--- src/rtl/alu_arbiter.sv ---
// Round-robin arbiter sharing one combinational ALU between the execute stage (0)
// and the address-generation/debug port (1); owns the response register and flags_q.
module alu_arbiter #(
  parameter int unsigned DW  = 16,
  parameter int unsigned OPW = 4
) (
  input  logic           clk,
  input  logic           rst,
  input  logic           req0_valid,
  output logic           req0_ready,
  input  logic [OPW-1:0] req0_op,
  input  logic [DW-1:0]  req0_a,
  input  logic [DW-1:0]  req0_b,
  input  logic           req1_valid,
  output logic           req1_ready,
  input  logic [OPW-1:0] req1_op,
  input  logic [DW-1:0]  req1_a,
  input  logic [DW-1:0]  req1_b,
  output logic [OPW-1:0] alu_op,
  output logic [DW-1:0]  alu_a,
  output logic [DW-1:0]  alu_b,
  input  logic [DW-1:0]  alu_result,
  input  logic [2:0]     alu_flags,
  output logic           rsp_valid,
  input  logic           rsp_ready,
  output logic           rsp_id,
  output logic [DW-1:0]  rsp_result,
  output logic [2:0]     rsp_flags,
  output logic [2:0]     flags_q
);

  localparam int unsigned FW    = 3;
  localparam int unsigned Z_BIT = 2;

  localparam logic [OPW-1:0] OP_ADD = OPW'(0);
  localparam logic [OPW-1:0] OP_SUB = OPW'(1);
  localparam logic [OPW-1:0] OP_XOR = OPW'(2);
  localparam logic [OPW-1:0] OP_SLL = OPW'(4);
  localparam logic [OPW-1:0] OP_SRA = OPW'(5);
  localparam logic [OPW-1:0] OP_ROR = OPW'(6);

  typedef enum logic [1:0] {IDLE, EXEC, RESP} state_t;

  state_t state, state_d;
  logic   last_grant;
  logic   grant_id;

  // State register
  always_ff @(posedge clk or posedge rst) begin
    if (rst) state <= IDLE;
    else     state <= state_d;
  end

  // Next state and grant; a tie goes to the requester that did not win last
  always_comb begin
    state_d    = state;
    req0_ready = 1'b0;
    req1_ready = 1'b0;
    case (state)
      IDLE: begin
        if (req0_valid && (!req1_valid || last_grant)) req0_ready = 1'b1;
        else if (req1_valid)                           req1_ready = 1'b1;
        if (req0_valid || req1_valid) state_d = EXEC;
      end
      EXEC:    state_d = RESP;
      RESP:    if (rsp_ready) state_d = IDLE;
      default: state_d = IDLE;
    endcase
  end

  // Operand latch and round-robin pointer
  always_ff @(posedge clk or posedge rst) begin
    if (rst) begin
      alu_op     <= '0;
      alu_a      <= '0;
      alu_b      <= '0;
      grant_id   <= 1'b0;
      last_grant <= 1'b1;
    end else if (req0_ready) begin
      alu_op     <= req0_op;
      alu_a      <= req0_a;
      alu_b      <= req0_b;
      grant_id   <= 1'b0;
      last_grant <= 1'b0;
    end else if (req1_ready) begin
      alu_op     <= req1_op;
      alu_a      <= req1_a;
      alu_b      <= req1_b;
      grant_id   <= 1'b1;
      last_grant <= 1'b1;
    end
  end

  // Response capture and architectural flags (execute-stage results only)
  always_ff @(posedge clk or posedge rst) begin
    if (rst) begin
      rsp_valid  <= 1'b0;
      rsp_id     <= 1'b0;
      rsp_result <= '0;
      rsp_flags  <= '0;
      flags_q    <= '0;
    end else if (state == EXEC) begin
      rsp_valid  <= 1'b1;
      rsp_id     <= grant_id;
      rsp_result <= alu_result;
      rsp_flags  <= alu_flags;
      if (!grant_id) begin
        case (alu_op)
          OP_ADD, OP_SUB:                 flags_q <= FW'(alu_flags);
          OP_XOR, OP_SLL, OP_SRA, OP_ROR: flags_q[Z_BIT] <= alu_flags[Z_BIT];
          default: ;
        endcase
      end
    end else if (state == RESP && rsp_ready) begin
      rsp_valid <= 1'b0;
    end
  end

endmodule

--- config.mk ---
export PLATFORM = sky130hd
export DESIGN_NAME = alu_arbiter
export DESIGN_NICKNAME = d
export VERILOG_FILES = /design/src/rtl/alu_arbiter.sv
export SDC_FILE = /design/constraint.sdc
export NUM_CORES = 1
export LEC_CHECK = 0
export ABC_AREA = 1
export BUFFER_PORTS_ARGS = -buffer_cell sky130_fd_sc_hd__buf_2
export CAP_MARGIN = 25
export CORE_ASPECT_RATIO = 0.8
export CORE_MARGIN = 8
export CORE_UTILIZATION = 42
export DETAILED_ROUTE_END_ITERATION = 6
export PLACE_DENSITY_LB_ADDON = 0.05
export SLEW_MARGIN = 40
export SYNTH_ARGS = -nofsm -noshare
export SYNTH_HDL_FRONTEND = slang
export SYNTH_SLANG_ARGS = --single-unit
--- constraint.sdc ---
create_clock -name clk -period 1.6 [get_ports clk]
set_input_delay 0.08 -clock clk [delete_from_list [all_inputs] [get_ports clk]]
set_output_delay 0.08 -clock clk [all_outputs]
set_load 0.005 [all_outputs]
Word-level counts from Yosys, hierarchy flattened
Cells that the tools add are included.
{"block": "word_totals", "output_inout_bits": 62, "elab_cells": 54, "in_bits": 96, "reg_bits": 64}
{"block": "classes", "bitwise": 1, "n_eq_ne": 9, "reduce_logical": 14, "mux": 18}
{"cell": "$mux W16", "count": 4}
{"cell": "$eq A4 B3 Y1 const B", "count": 3}
{"cell": "$mux W1", "count": 9}
{"cell": "$mux W4", "count": 2}
{"cell": "$pmux W2 S3", "count": 1}
{"cell": "$reduce_and A3 Y1", "count": 2}
{"cell": "$reduce_or A6 Y1", "count": 1}
{"cell": "$eq A4 B1 Y1 const B", "count": 1}
{"cell": "$eq A4 B2 Y1 const B", "count": 1}
{"cell": "$logic_not A4 Y1", "count": 1}
{"cell": "$mux W2", "count": 2}
{"cell": "$ne A2 B2 Y1 const B", "count": 2}
{"cell": "$reduce_bool A2 Y1", "count": 2}
{"cell": "$eq A2 B1 Y1 const B", "count": 1}
{"cell": "$eq A2 B2 Y1 const B", "count": 1}
{"cell": "$logic_and A1 B1 Y1", "count": 2}
{"cell": "$logic_not A2 Y1", "count": 1}
{"cell": "$logic_or A1 B1 Y1", "count": 2}
{"cell": "$reduce_and A2 Y1", "count": 1}
{"cell": "$reduce_or A2 Y1", "count": 1}
{"cell": "$logic_not A1 Y1", "count": 1}
{"cell": "$not A1 Y1", "count": 1}

Depth between registers and ports, before layout
{"block": "logic_depth", "word_depth": 7, "mapped_depth": 8, "depth_no_buf": 7}

Worst setup path after synthesis
Ideal clock, no wire load.
{"block": "synth_path", "path_type": "register -> register", "start": "register last_grant", "end": "register alu_a[15]", "setup_slack_ns": 0.296, "stages_incl_launch_ff": 9, "t_required_ns": 1.483, "n_path_buf": 1, "synth_period_minus_slack_ns": 1.304, "arrival_ns": 1.187, "setup_time_ns": 0.117, "cell_sequence": "dfstp_2 inv_1 nand2_1 inv_1 nor2_4 buf_2 nand2_1 nand2_1 nor2_1"}
{"block": "synth_via", "elab_chain_len": 5, "word_cells_on_any_way": 8, "classes_between": "mux: 5; reduce/logical: 3"}
{"item": "start, declared", "line": "45", "source": "logic last_grant;"}
{"item": "start signal, assigned", "line": "78", "source": "last_grant <= 1'b1;"}
{"item": "start signal, assigned", "line": "84", "source": "last_grant <= 1'b0;"}
{"item": "start signal, assigned", "line": "90", "source": "last_grant <= 1'b1;"}
{"item": "$logic_or A1 B1 Y1 *", "line": "61", "source": "if (req0_valid && (!req1_valid || last_grant)) req0_ready = 1'b1;"}
{"item": "$logic_and A1 B1 Y1 *", "line": "61"}
{"item": "$mux W1", "line": "61"}
{"item": "$mux W1", "line": "59", "source": "case (state)"}
{"item": "$mux W16 or $reduce_bool A2 Y1 (tied branches)"}
{"item": "end signal, assigned", "line": "81", "source": "alu_a <= req0_a;"}
{"item": "end signal, assigned", "line": "87", "source": "alu_a <= req1_a;"}
{"item": "end, declared", "line": "20", "source": "output logic [DW-1:0] alu_a,"}
Mark *: on every way between the ends. The rest lies on a longest branch, timed or not.
A chain may end at the register's enable or synchronous reset.

Final worst setup path
{"block": "layout_path", "start": "register last_grant", "end": "output port req0_ready"}
{"block": "layout_via", "elab_chain_len": 4}
{"item": "$logic_or A1 B1 Y1", "line": "61"}
{"item": "$logic_and A1 B1 Y1", "line": "61"}
{"item": "$mux W1", "line": "61"}
{"item": "$mux W1", "line": "59"}
{"item": "end, declared", "line": "10", "source": "output logic req0_ready,"}
No other way between the ends.

==> results.cfg <==
[outcome]
status = finished clean

[grt]
grt.total_usage = 0.179
grt_pass1_vias = 3379
antenna_violations_before_repair = 0
global_route.overflow_total = 0
first_pass_grt_wire_length_um = 15500
grt_start_max_net_pins = 65

[finish]
area.growth.synth_to_final_pct = 50.9
insertedDiodeCount = 0
sequential_cell_area_um2 = 1600
layout-drive-gt1-share = 0.305
nFillCells = 694
post-route-util = 0.654
multi_input_comb_area_um2 = 1180
final_net_count = 776
layout.cell_area.non_filler_um2 = 4860

[power_and_ir_drop]
power.clock.fraction = 0.176
sequentialPowerShare = 0.353
power_density_nw_per_um2 = 1660
p_switching_mw = 3.17
power_leakage_nw = 3.00
switching_share = 0.392
combinational_fraction_of_design_power = 0.471
internal-power_mw = 4.92
vdd.ir_drop.worst_mv = 0.712

[worst_setup_path]
critical-path-slowest-cell = dfstp_2
worst_setup_ep_type = primary output
crit_type = register to primary output
cp_data_required_time_ps = 1520
cp-start-kind = register
cpPeakStageDelay_ps = 530
critical_path_peak_fanout = 5
startpoint = last_grant
worst-endpoint-arrival_ps = 1430
critical_path.cell_chain = inv_1 -> nand2_2 -> inv_2 -> nor2_4 -> buf_12 -> buf_2
source_of_the_worst_register_to_register_timing_path = last_grant

[route]
viasPerCell = 4.18
drc_errors = 0
drt_first_iter_violations = 182
wire_per_inst_um = 12.2
detailroute.via_count = 3300
wl_um = 9640
antenna_left = 0
drt_first_pass_iters = 4

[place]
dpl_cell_area_um2 = 4150
gp_routability_congestion = 0.731
io_buffers = 157
place.detailed.hpwl_um = 6610
detailedPlace.worstSlack_ps = 229

[synth]
post_syn_instances = 474
ys.warnings.count = 0
synth_top_family_by_area = simple AND/OR/NAND/NOR gates
synth_largest_type_area_fraction = 0.490
ys_ff_latch = 64
synth.area.mux_share = 0
postSynthNetCount = 570
synth.yosys.seq_area_share = 0.498
synth_xor_xnor_area_share = 0
post_synth_num_cell_types = 16
avgSynthCellArea_um2 = 6.79
yosys-top-cells-area = dfrtp_1 (49%), nand2_1 (23%), inv_1 (10%), nor2_1 (10%), buf_2 (1.9%)
synthAdderAreaFrac = 0
synth_simple_gate_area_share = 0.353
synth_compound_gate_area_share = 0.0136
synthDominantAreaCellType = dfrtp_1
syn-cell-area_um2 = 3220

[die]
ios = 158
die_area_um2 = 10700
floorplan.initialDensity = 0.433
floorplan_die_height_um = 94.3
core_area_um2 = 7430
placement_rows = 28
die-width_um = 114

[sta]
fin_crit_sh = 0.946
drv_slew = 0
setup_tns_ps = 0
max_clock_freq_mhz = 661
final-hold-violation-count = 0
slew_headroom = 0.771
layout_min_cycle_time_ps = 1510
hold-worst-slack_ps = 19.9
max_slew.worst_pin.slew_ps = 343
setup_slack_ps = 86.6
final.setup_skew_ps = 11.4
timing.final.setup_violations = 0

[cts]
deepest_level_of_the_cts_h_tree = 3
cts_buffer_depth = 2
clk-insertion-delay-late_ps = 340
worst_setup_hold_path_clk_slew_ps = 80
clk_sinks = 64
ctsRootBufferMaster = clkbuf_8
tritoncts_clock_tree = done
numCtsBuffers = 9

[flow_run]
maxCapViolations = 0

[worst_hold_path]
worstHoldPathType = primary input to register
min_from = req0_a[3]
==> what timing repair did <==
action                                  4_1_cts  5_1_grt
cloned                                        2        1
pin swaps                                     2        3
resized for setup                             2        3
buffers inserted                              3        6
hold endpoints to repair                     95        0
endpoints found under the setup margin        2        2
hold buffers                                 33        0
==> state kept, by name (all words and copies together) (netlist names), 2 cells and up <==
register,cells
alu_b,16
flags_q,3
rsp_result,16
state,2
rsp_flags,3
alu_op,4
alu_a,16
==> power by group through the flow <==
stage	Combinational (mW)	Sequential, mW	Clock (mW)
2_1_floorplan	1.93	2.93	0
6_report	3.81	2.85	1.43
3_5_place_dp	3.45	2.87	0
5_1_grt	4.38	2.95	1.53
4_1_cts	3.74	2.85	1.47
3_3_place_gp	3.36	2.86	0
==> cell usage after synthesis <==
library cell	instances
nand4_1	1
nand3_2	1
dfrtp_1	63
nand3_1	2
inv_2	3
nand2_1	196
dfstp_2	1
o21ai_0	7
nor2_1	89
o21ai_2	1
nor2_4	2
buf_2	12
inv_1	89
buf_4	4
nand2_2	2
nor3_1	1
==> kinds of logic (layout without fill, tap and decap cells) <==
kind of cell    count (synthesis)  count (layout)
compound gates                  8               8
flops                          64              64
simple gates                  294             294
buf+inv                       108             319
==> worst max-delay path: cells and delay by family (launching register included) <==
family                 cells  cell delay (ps)
buffers and inverters      4              340
DFF                        1              530
and+or+nand+nor            2              230
==> layout make-up <==
cell class | count | share of cell area
sequential | 64 | 0.330
timing repair buffer | 211 | 0.284
multi-input combinational | 302 | 0.244
inverter | 92 | 0.0724
clock buffer | 10 | 0.0283
tap | 105 | 0.0271
clock inverter | 6 | 0.0139
==> worst paths after layout <==
| check | endpoint | slack [ps] | depth (start not counted) |
|---|---|---|---|
| worst max-delay path | req0_ready | 90 | 6 |
| worst min-delay path | alu_a[3] | 20 | 5 |
| worst max register to register | alu_a[3] | 160 | 8 |
| worst min register to register | rsp_result[5] | 480 | 2 |
| max in group asynchronous | last_grant | 920 | 4 |
| min in group asynchronous | rsp_result[10] | 370 | 4 |
==> layout by cell type, fill, tap and decap left out, types with 3 or more instances in the layout <==
cell type	synthesis	routed
buf_4	4	15
nor2_1	89	89
nand2_1	196	194
inv_1	89	87
clkinvlp_4	0	3
nand2_2	2	4
buf_12	0	3
o21ai_0	7	7
inv_2	3	3
buf_2	12	157
clkbuf_8	0	10
dlygate4sd3_1	0	33
dfrtp_1	63	62
==> through the flow <==
stage,power [mW],instances
final,8.08,790
after global routing,8.86,790
after CTS,8.07,783
after detailed placement,6.33,729
after global placement,6.22,729
after floorplan,4.86,474
==> layer usage <==
metal  vias up  track usage  wire, µm
met5         -            0         0
met2       102        0.287      4340
met4         0       0.0541       112
met3        12       0.0777       858
met1      1435        0.215      4330
li1       1751            -         -
(Power assumes the default switching activity.)
